[config.mk]
export PLATFORM = sky130hd
export DESIGN_NAME = branch_resolve_unit
export DESIGN_NICKNAME = d
export VERILOG_FILES = /design/src/rtl/branch_resolve_unit.sv
export SDC_FILE = /design/constraint.sdc
export NUM_CORES = 1
export LEC_CHECK = 0
export BUFFER_PORTS_ARGS = -buffer_cell sky130_fd_sc_hd__buf_2
export CAP_MARGIN = 20
export CORE_AREA = 2 2 153 155
export DETAILED_ROUTE_END_ITERATION = 10
export DIE_AREA = 0 0 155 157
export PLACE_DENSITY = 0.75
export SLEW_MARGIN = 30
export SYNTH_ARGS = -nofsm -noshare
export SYNTH_HDL_FRONTEND = slang
export SYNTH_SLANG_ARGS = --single-unit
[constraint.sdc]
create_clock -name clk -period 6.33 [get_ports clk]
set_clock_uncertainty 0.15 [all_clocks]
set_input_delay 0 -clock clk [delete_from_list [all_inputs] [get_ports clk]]
set_output_delay 0 -clock clk [all_outputs]
set_load 0.005 [all_outputs]
[src/rtl/branch_resolve_unit.sv]
// Resolves predicted branches in EX or MEM, raises redirect/kill on a mispredict,
// and emits a one-cycle training pulse plus resolved/missed branch statistics.
module branch_resolve_unit #(
  parameter int ADDR_W = 32,
  parameter int CNT_W  = 32,
  parameter int IDX_W  = 6
) (
  input  logic              clk,
  input  logic              rst,
  input  logic              stall,
  input  logic [2:0]        id_branch_type,
  input  logic              id_pred_taken,
  input  logic [ADDR_W-1:0] id_pc,
  input  logic [ADDR_W-1:0] id_target,
  input  logic              ex_cond_ready,
  input  logic              ex_taken,
  input  logic              mem_taken,
  output logic              correctAtEX,
  output logic              correctAtMEM,
  output logic [ADDR_W-1:0] redirect_pc,
  output logic              kill_younger,
  output logic              upd_valid,
  output logic [IDX_W-1:0]  upd_idx,
  output logic              upd_taken,
  output logic [CNT_W-1:0]  branch_cnt,
  output logic [CNT_W-1:0]  miss_cnt
);

  typedef struct packed {
    logic              busy;
    logic              fired;
    logic              pred;
    logic [ADDR_W-1:0] pc;
    logic [ADDR_W-1:0] target;
  } slot_t;

  slot_t            ex_q, ex_d, mem_q, mem_d;
  logic [CNT_W-1:0] branch_cnt_q, branch_cnt_d, miss_cnt_q, miss_cnt_d;
  logic             mem_res, ex_res, mem_miss, ex_miss;

  always_comb begin
    mem_res  = mem_q.busy && !mem_q.fired;
    // MEM holds the older branch, so it takes the single resolve port first
    ex_res   = ex_q.busy && !ex_q.fired && ex_cond_ready && !mem_res;
    mem_miss = mem_res && (mem_q.pred != mem_taken);
    ex_miss  = ex_res && (ex_q.pred != ex_taken);

    correctAtMEM = mem_miss;
    correctAtEX  = ex_miss;
    kill_younger = mem_miss | ex_miss;
    upd_valid    = mem_res | ex_res;
    upd_idx      = '0;
    upd_taken    = 1'b0;
    redirect_pc  = '0;
    if (mem_res) begin
      upd_idx   = mem_q.pc[IDX_W+1:2];
      upd_taken = mem_taken;
      if (mem_miss) redirect_pc = mem_taken ? mem_q.target : mem_q.pc + ADDR_W'(4);
    end else if (ex_res) begin
      upd_idx   = ex_q.pc[IDX_W+1:2];
      upd_taken = ex_taken;
      if (ex_miss) redirect_pc = ex_taken ? ex_q.target : ex_q.pc + ADDR_W'(4);
    end
    branch_cnt = branch_cnt_q;
    miss_cnt   = miss_cnt_q;
  end

  always_comb begin
    ex_d  = ex_q;
    mem_d = mem_q;
    if (stall) begin
      if (ex_res)   ex_d.fired  = 1'b1;
      if (mem_res)  mem_d.fired = 1'b1;
      if (mem_miss) ex_d        = '0;
    end else begin
      mem_d       = ex_q;
      mem_d.fired = ex_q.fired | ex_res;
      if (mem_miss) mem_d = '0;
      ex_d = '0;
      if (id_branch_type != 3'd0 && !kill_younger) begin
        ex_d.busy   = 1'b1;
        ex_d.pred   = id_pred_taken;
        ex_d.pc     = id_pc;
        ex_d.target = id_target;
      end
    end

    branch_cnt_d = branch_cnt_q;
    miss_cnt_d   = miss_cnt_q;
    if (upd_valid && branch_cnt_q != '1)     branch_cnt_d = branch_cnt_q + 1'b1;
    if (kill_younger && miss_cnt_q != '1)    miss_cnt_d   = miss_cnt_q + 1'b1;
  end

  always_ff @(posedge clk or posedge rst) begin
    if (rst) begin
      ex_q         <= '0;
      mem_q        <= '0;
      branch_cnt_q <= '0;
      miss_cnt_q   <= '0;
    end else begin
      ex_q         <= ex_d;
      mem_q        <= mem_d;
      branch_cnt_q <= branch_cnt_d;
      miss_cnt_q   <= miss_cnt_d;
    end
  end

endmodule

* Yosys cells after proc, flatten, opt, wreduce, memory -nomap -nowiden *
Index checks and enable logic that the tools add are counted.

operators by class
  $add $sub $neg = 4
  equality and inequality tests = 7
  multiplexer cells = 18
  bitwise operators = 3
  reductions and logical operators = 14

operators by type and width
  cell                     count
  $mux W67                 3
  $mux W32                 6
  $mux W65                 1
  $add A32 B1 Y32 const B  2
  $add A32 B3 Y32 const B  2
  $ne A32 B32 Y1 const B   2
  $mux W6                  2
  $logic_and A1 B1 Y1      9
  $mux W1                  6
  $logic_not A1 Y1         4
  $ne A2 B1 Y1 const B     2
  $ne A3 B1 Y1 const B     1
  $or A1 B1 Y1             3
  $reduce_bool A3 Y1       1
  $ne A1 B1 Y1             2

storage, ports and cells
  register bits = 198
  input port bits = 74
  word-level logic and storage cells = 58

* Depth between registers and ports, before layout *
  word-level depth = 10
  gate-level depth with buffers = 8
  depth with buffers taken out = 6

* Worst setup path before layout *
Ideal clock, no wire load.

  path kind = register to output
  from = reg ex_q[34] (netlist name)
  to = out redirect_pc[22]
  arrival = 2.055 ns
  path slack = 4.125 ns
  stages on the path, launching flop included = 8
  buffers on the path = 1
  cell sequence = dfrtp_1 > ha_1 > nand4_1 > or3_1 > buf_2 > o31a_1 > o311ai_1 > o21ai_0

between the ends
  longest elaborated chain between the ends = 5

RTL lines
  element                   RTL line  source
  start: declaration        37        slot_t ex_q, ex_d, mem_q, mem_d;
  start signal: assignment  96        ex_q <= '0;
  start signal: assignment  101       ex_q <= ex_d;
  $add A32 B3 Y32           62        if (ex_miss) redirect_pc = ex_taken ? ex_q.target : ex_q.pc + ADDR_W'(4);
  $mux W32 (2 in a row)     62
  $mux W32                  59        end else if (ex_res) begin
  $mux W32                  55        if (mem_res) begin
  end: declaration          20        output logic [ADDR_W-1:0] redirect_pc,

No other way between the ends.

* Worst setup path after layout *
  from = reg mem_q[66] (netlist name)
  to = out redirect_pc[22]

between the ends
  longest elaborated chain between the ends = 7
  elaborated cells between the ends (all ways) = 9
  classes of those cells = mux: 4; reduce/logical: 5

RTL lines
  element                   RTL line  source
  start: declaration        37
  start signal: assignment  102       mem_q <= mem_d;
  $logic_and A1 B1 Y1 *     42        mem_res = mem_q.busy && !mem_q.fired;
  $logic_not A1 Y1          44        ex_res = ex_q.busy && !ex_q.fired && ex_cond_ready && !mem_res;
  $logic_and A1 B1 Y1       44
  $logic_and A1 B1 Y1       46        ex_miss = ex_res && (ex_q.pred != ex_taken);
  $mux W32                  62
  $mux W32                  59
  $mux W32 *                55

Mark *: on every way between the ends. The rest lies on a longest branch, timed or not.

==> metrics.md <==
| Metric | Value |
|---|---|
| Crit path required time | `6.18 ns` |
| Max Slew Vio Count | `0` |
| Layout area overhead | `21.69%` |
| Number of top-level design ports | `181` |
| Count of different cell masters after synthesis | `59` |
| Most frequent CP cell | `o21ai_0` |
| Most used cells in the layout excluding fill and tap cells | `198 x dfrtp_1, 179 x buf_2, 173 x nand2_1` |
| Placeable core area | `22500 sq um` |
| Min-Delay Path Class | `input port to asynchronous set/reset pin` |
| Layout net count | `1396` |
| Seq/Total Area, Yosys | `47.09%` |
| Total via count in the routed design | `9697` |
| Share of total power in sequential cells | `46.7%` |
| Worst stage delay on the critical path | `0.69 ns` |
| Cell accounting for the most synthesized area | `dfrtp_1` |
| Antenna violations before repair | `2` |
| Setup TNS after final layout | `0 ns` |
| Critical path data arrival time | `3.35 ns` |
| Total global routing track utilization | `25.56%` |
| PnR Total Power | `3.845 mW` |
| Measured slew at the worst slew-check pin | `1.037 ns` |
| Most area-consuming cells after synthesis | `dfrtp_1 47%, nand2_1 6.2%, a22o_1 6.2%, xnor2_1 5.5%, o21ai_0 5.0%` |
| Number of enable flip-flop cells after synthesis | `0` |
| Wire length of the first global-routing pass | `49.57 mm` |
| Per-cell routed wire length | `18.98 um` |
| Number of core rows | `55` |
| Max-cap violations | `0` |
| Setup CP Type | `flop to output port` |
| Count of nets left with antenna violations after detail routing | `0` |
| Power per cell area | `300.3 nW/um^2` |
| Vias in the first global route | `9195` |
| Clk buf depth | `2` |
| Post_cts resized | `0` |
| Horizontal extent of the die | `155 um` |
| Combinational Power Share | `22.6%` |
| H-tree depth reported by CTS | `4` |
| Clock latency at the later pin of the worst-skew pair | `0.44 ns` |
| Int Pwr | `2.550 mW` |
| Kind of cell adding the most delay to the critical path | `simple AND/OR/NAND/NOR gates` |
| Status | `finished, final reports clean` |
| Die footprint | `24340 sq um` |
| Sequential standard cell area | `4955 sq um` |
| Clock tree from TritonCTS | `done` |
| Port-buffer cells | `180` |
| Critical path's slowest cell | `nor2b_1` |
| Setup repair after global routing missed its margin | `no` |
| Highest attainable clock frequency | `0.2861 GHz` |
| Starting DRT DRC Count | `1255` |
| Routability-driven placement congestion ratio | `0.8840` |
| Total iterations of the first detailed-routing run | `6` |
| Die height | `157 um` |
| Synth Net Count | `1209` |
| Area taken by multi-input logic gates | `5179 sq um` |
| Root buffer selected by CTS | `clkbuf_16` |
| WP buf/inv | `2` |
| Shortest clock period the worst path allows after layout | `3.495 ns` |
| Kind of capture point of the worst setup path | `output port` |
| Number of setup violations in the final report | `0` |
| Final clock period utilization by the worst path | `55.22%` |
| Worst slew margin relative to its limit | `30.27%` |
| Mean Syn Cell Area | `9.303 sq um` |
| Number of inserted filler cells in the final layout | `1915` |
| Clock sink total | `198` |
| Post-synthesis sequential element count | `198` |
| Launching element type of the critical path | `flop` |
| Leak pwr | `5.751 nW` |
| Largest net degree at the start of global routing | `139` |
| Layout cell share with drive strength beyond 1 | `17.59%` |
| Total DRC errors in the routed layout | `0` |
| Combined area of all synthesized cells | `10520 sq um` |
| Net Sw Frac | `33.68%` |
| Number of CTS-inserted buffers | `17` |
| Clock transition at the registers of the reported paths | `0.07 ns` |
| Prevailing post-synth register cell | `dfrtp_1` |
| Count of endpoints failing hold in the final timing report | `0` |
| Clock power frac | `30.8%` |
| Power dissipated by switching net loads | `1.295 mW` |
| Series of cell instances along the critical path | `nor2b_1 -> nand2_2 -> clkinv_1 -> o21ai_0 -> o21ai_0 -> buf_2` |
| Count of synthesis-stage warnings from yosys | `0` |
| Maximum fanout along the worst path | `27` |
| HPWL reported at the end of detailed placement | `20.28 mm` |
| Initial Utilization | `46.76%` |
| Drt via density | `5.997` |
| Gate Count Post-Synth | `1131` |
| Worst hold margin | `0.04171 ns` |
| Portion of synthesized cell area occupied by the leading cell type | `47.09%` |
| Routed wire length | `30.69 mm` |
| Global route overflow | `0` |
| Share of async-settable or async-resettable flops after synthesis | `100.0%` |
| Largest voltage drop on the vdd net | `0.2029 mV` |
| Most common library cell in the layout ignoring fill and taps | `dfrtp_1` |
kinds of logic (layout without fill, tap and decap cells):
logic type                 Yosys count  count (layout)  share of synthesized area (%)
and+or+nand+nor                    465             465                          22.42
AOI/OAI and AO/OA                  263             263                          17.15
DFF                                198             198                          47.09
buffers and inverters               96             295                          3.829
xor gates and xnor gates            89              89                          7.480
muxes                               16              16                          1.558
adders and majority gates            4               4                         0.4757
other                                0               2                              0
power groups by stage:
stage,sequential [mW],clock (mW),combinational (mW)
2_1_floorplan,1.68,0,0.614
3_3_place_gp,1.79,0,0.802
3_5_place_dp,1.80,0,0.827
4_1_cts,1.78,1.20,0.862
5_1_grt,1.82,1.25,0.964
6_report,1.79,1.18,0.868
stage by stage:
step           setup slack (ns)  cell area, sq um  utilization (%)  cells
2_1_floorplan            0.7827             10520                -   1131
3_3_place_gp              3.328             11480            51.03   1517
3_5_place_dp              3.254             11490            51.05   1517
4_1_cts                   2.845             12790            56.85   1615
5_1_grt                   2.527             12800            56.89   1616
6_report                  2.835             12800            56.90   1617
final cells by class:
class                           count  area share, %
Clock buffer                       19          3.459
Sequential cell                   198          38.70
Multi-Input combinational cell    837          40.45
Inverter                           12         0.4495
Timing Repair Buffer              252          12.62
Tap cell                          285          2.785
Clock inverter                     12          1.505
Antenna cell                        2        0.03909
metal layers:
metal	global-route usage (%)	routed length (um)	share of wire [%]
met4	8.333	695	2.3
met5	0	0	0
met3	5.204	2491	8.1
met1	36.38	13400	44
met2	39.34	14110	46
cells in the mapped netlist (all sizes together), types with 5 or more instances:
| cell type | n |
|---|---|
| nor3 | 26 |
| clkbuf | 59 |
| nand2b | 8 |
| xor2 | 23 |
| xnor2 | 66 |
| nor2 | 42 |
| buf | 25 |
| dfrtp | 198 |
| a21oi | 12 |
| mux2i | 13 |
| o31a | 12 |
| o22ai | 22 |
| and4 | 18 |
| nor4 | 25 |
| and2 | 8 |
| a22o | 74 |
| or3 | 6 |
| nor2b | 5 |
| and3 | 31 |
| nand2 | 174 |
| inv | 9 |
| nand3 | 54 |
| o21a | 6 |
| nand4 | 59 |
| o31ai | 9 |
| o21ai | 105 |
state kept, by name (all words and copies together), names as in the netlist:
name,flops
miss_cnt,32
branch_cnt,32
mem_q,67
ex_q,67
path summary, 6_finish.rpt:
path                                              end  cells after the start  slack, ns             startpoint
worst min-delay path            mem_q[66]$_DFFE_PP0N_                      3       0.04                    rst
worst max-delay path                  redirect_pc[22]                      6       2.83  mem_q[66]$_DFFE_PP0N_
max in group asynchronous        ex_q[37]$_DFFE_PP0N_                      4       4.77                    rst
worst min register to register  mem_q[30]$_DFFE_PP0N_                      2       0.33  mem_q[30]$_DFFE_PP0N_
min in group clk                 ex_q[65]$_DFFE_PP0P_                      4       0.08          ex_cond_ready
worst max register to register   ex_q[41]$_DFFE_PP0N_                      6       3.26  mem_q[66]$_DFFE_PP0N_
worst register-to-register path: stages (launching register included):
cell     delay, ns
dfrtp_1       0.40
nor2b_1       0.69
nand2_2       0.39
nand2_1       0.50
nor3_2        0.08
buf_4         0.38
a22o_1        0.37
what timing repair did:
item / in CTS / in global routing
hold buffers: 67 / 0
endpoints found under the hold margin: 233 / 0
setup endpoints to repair: 0 / 0
buffers inserted: 0 / 0
Note: power is estimated with default switching activity, not from simulation.
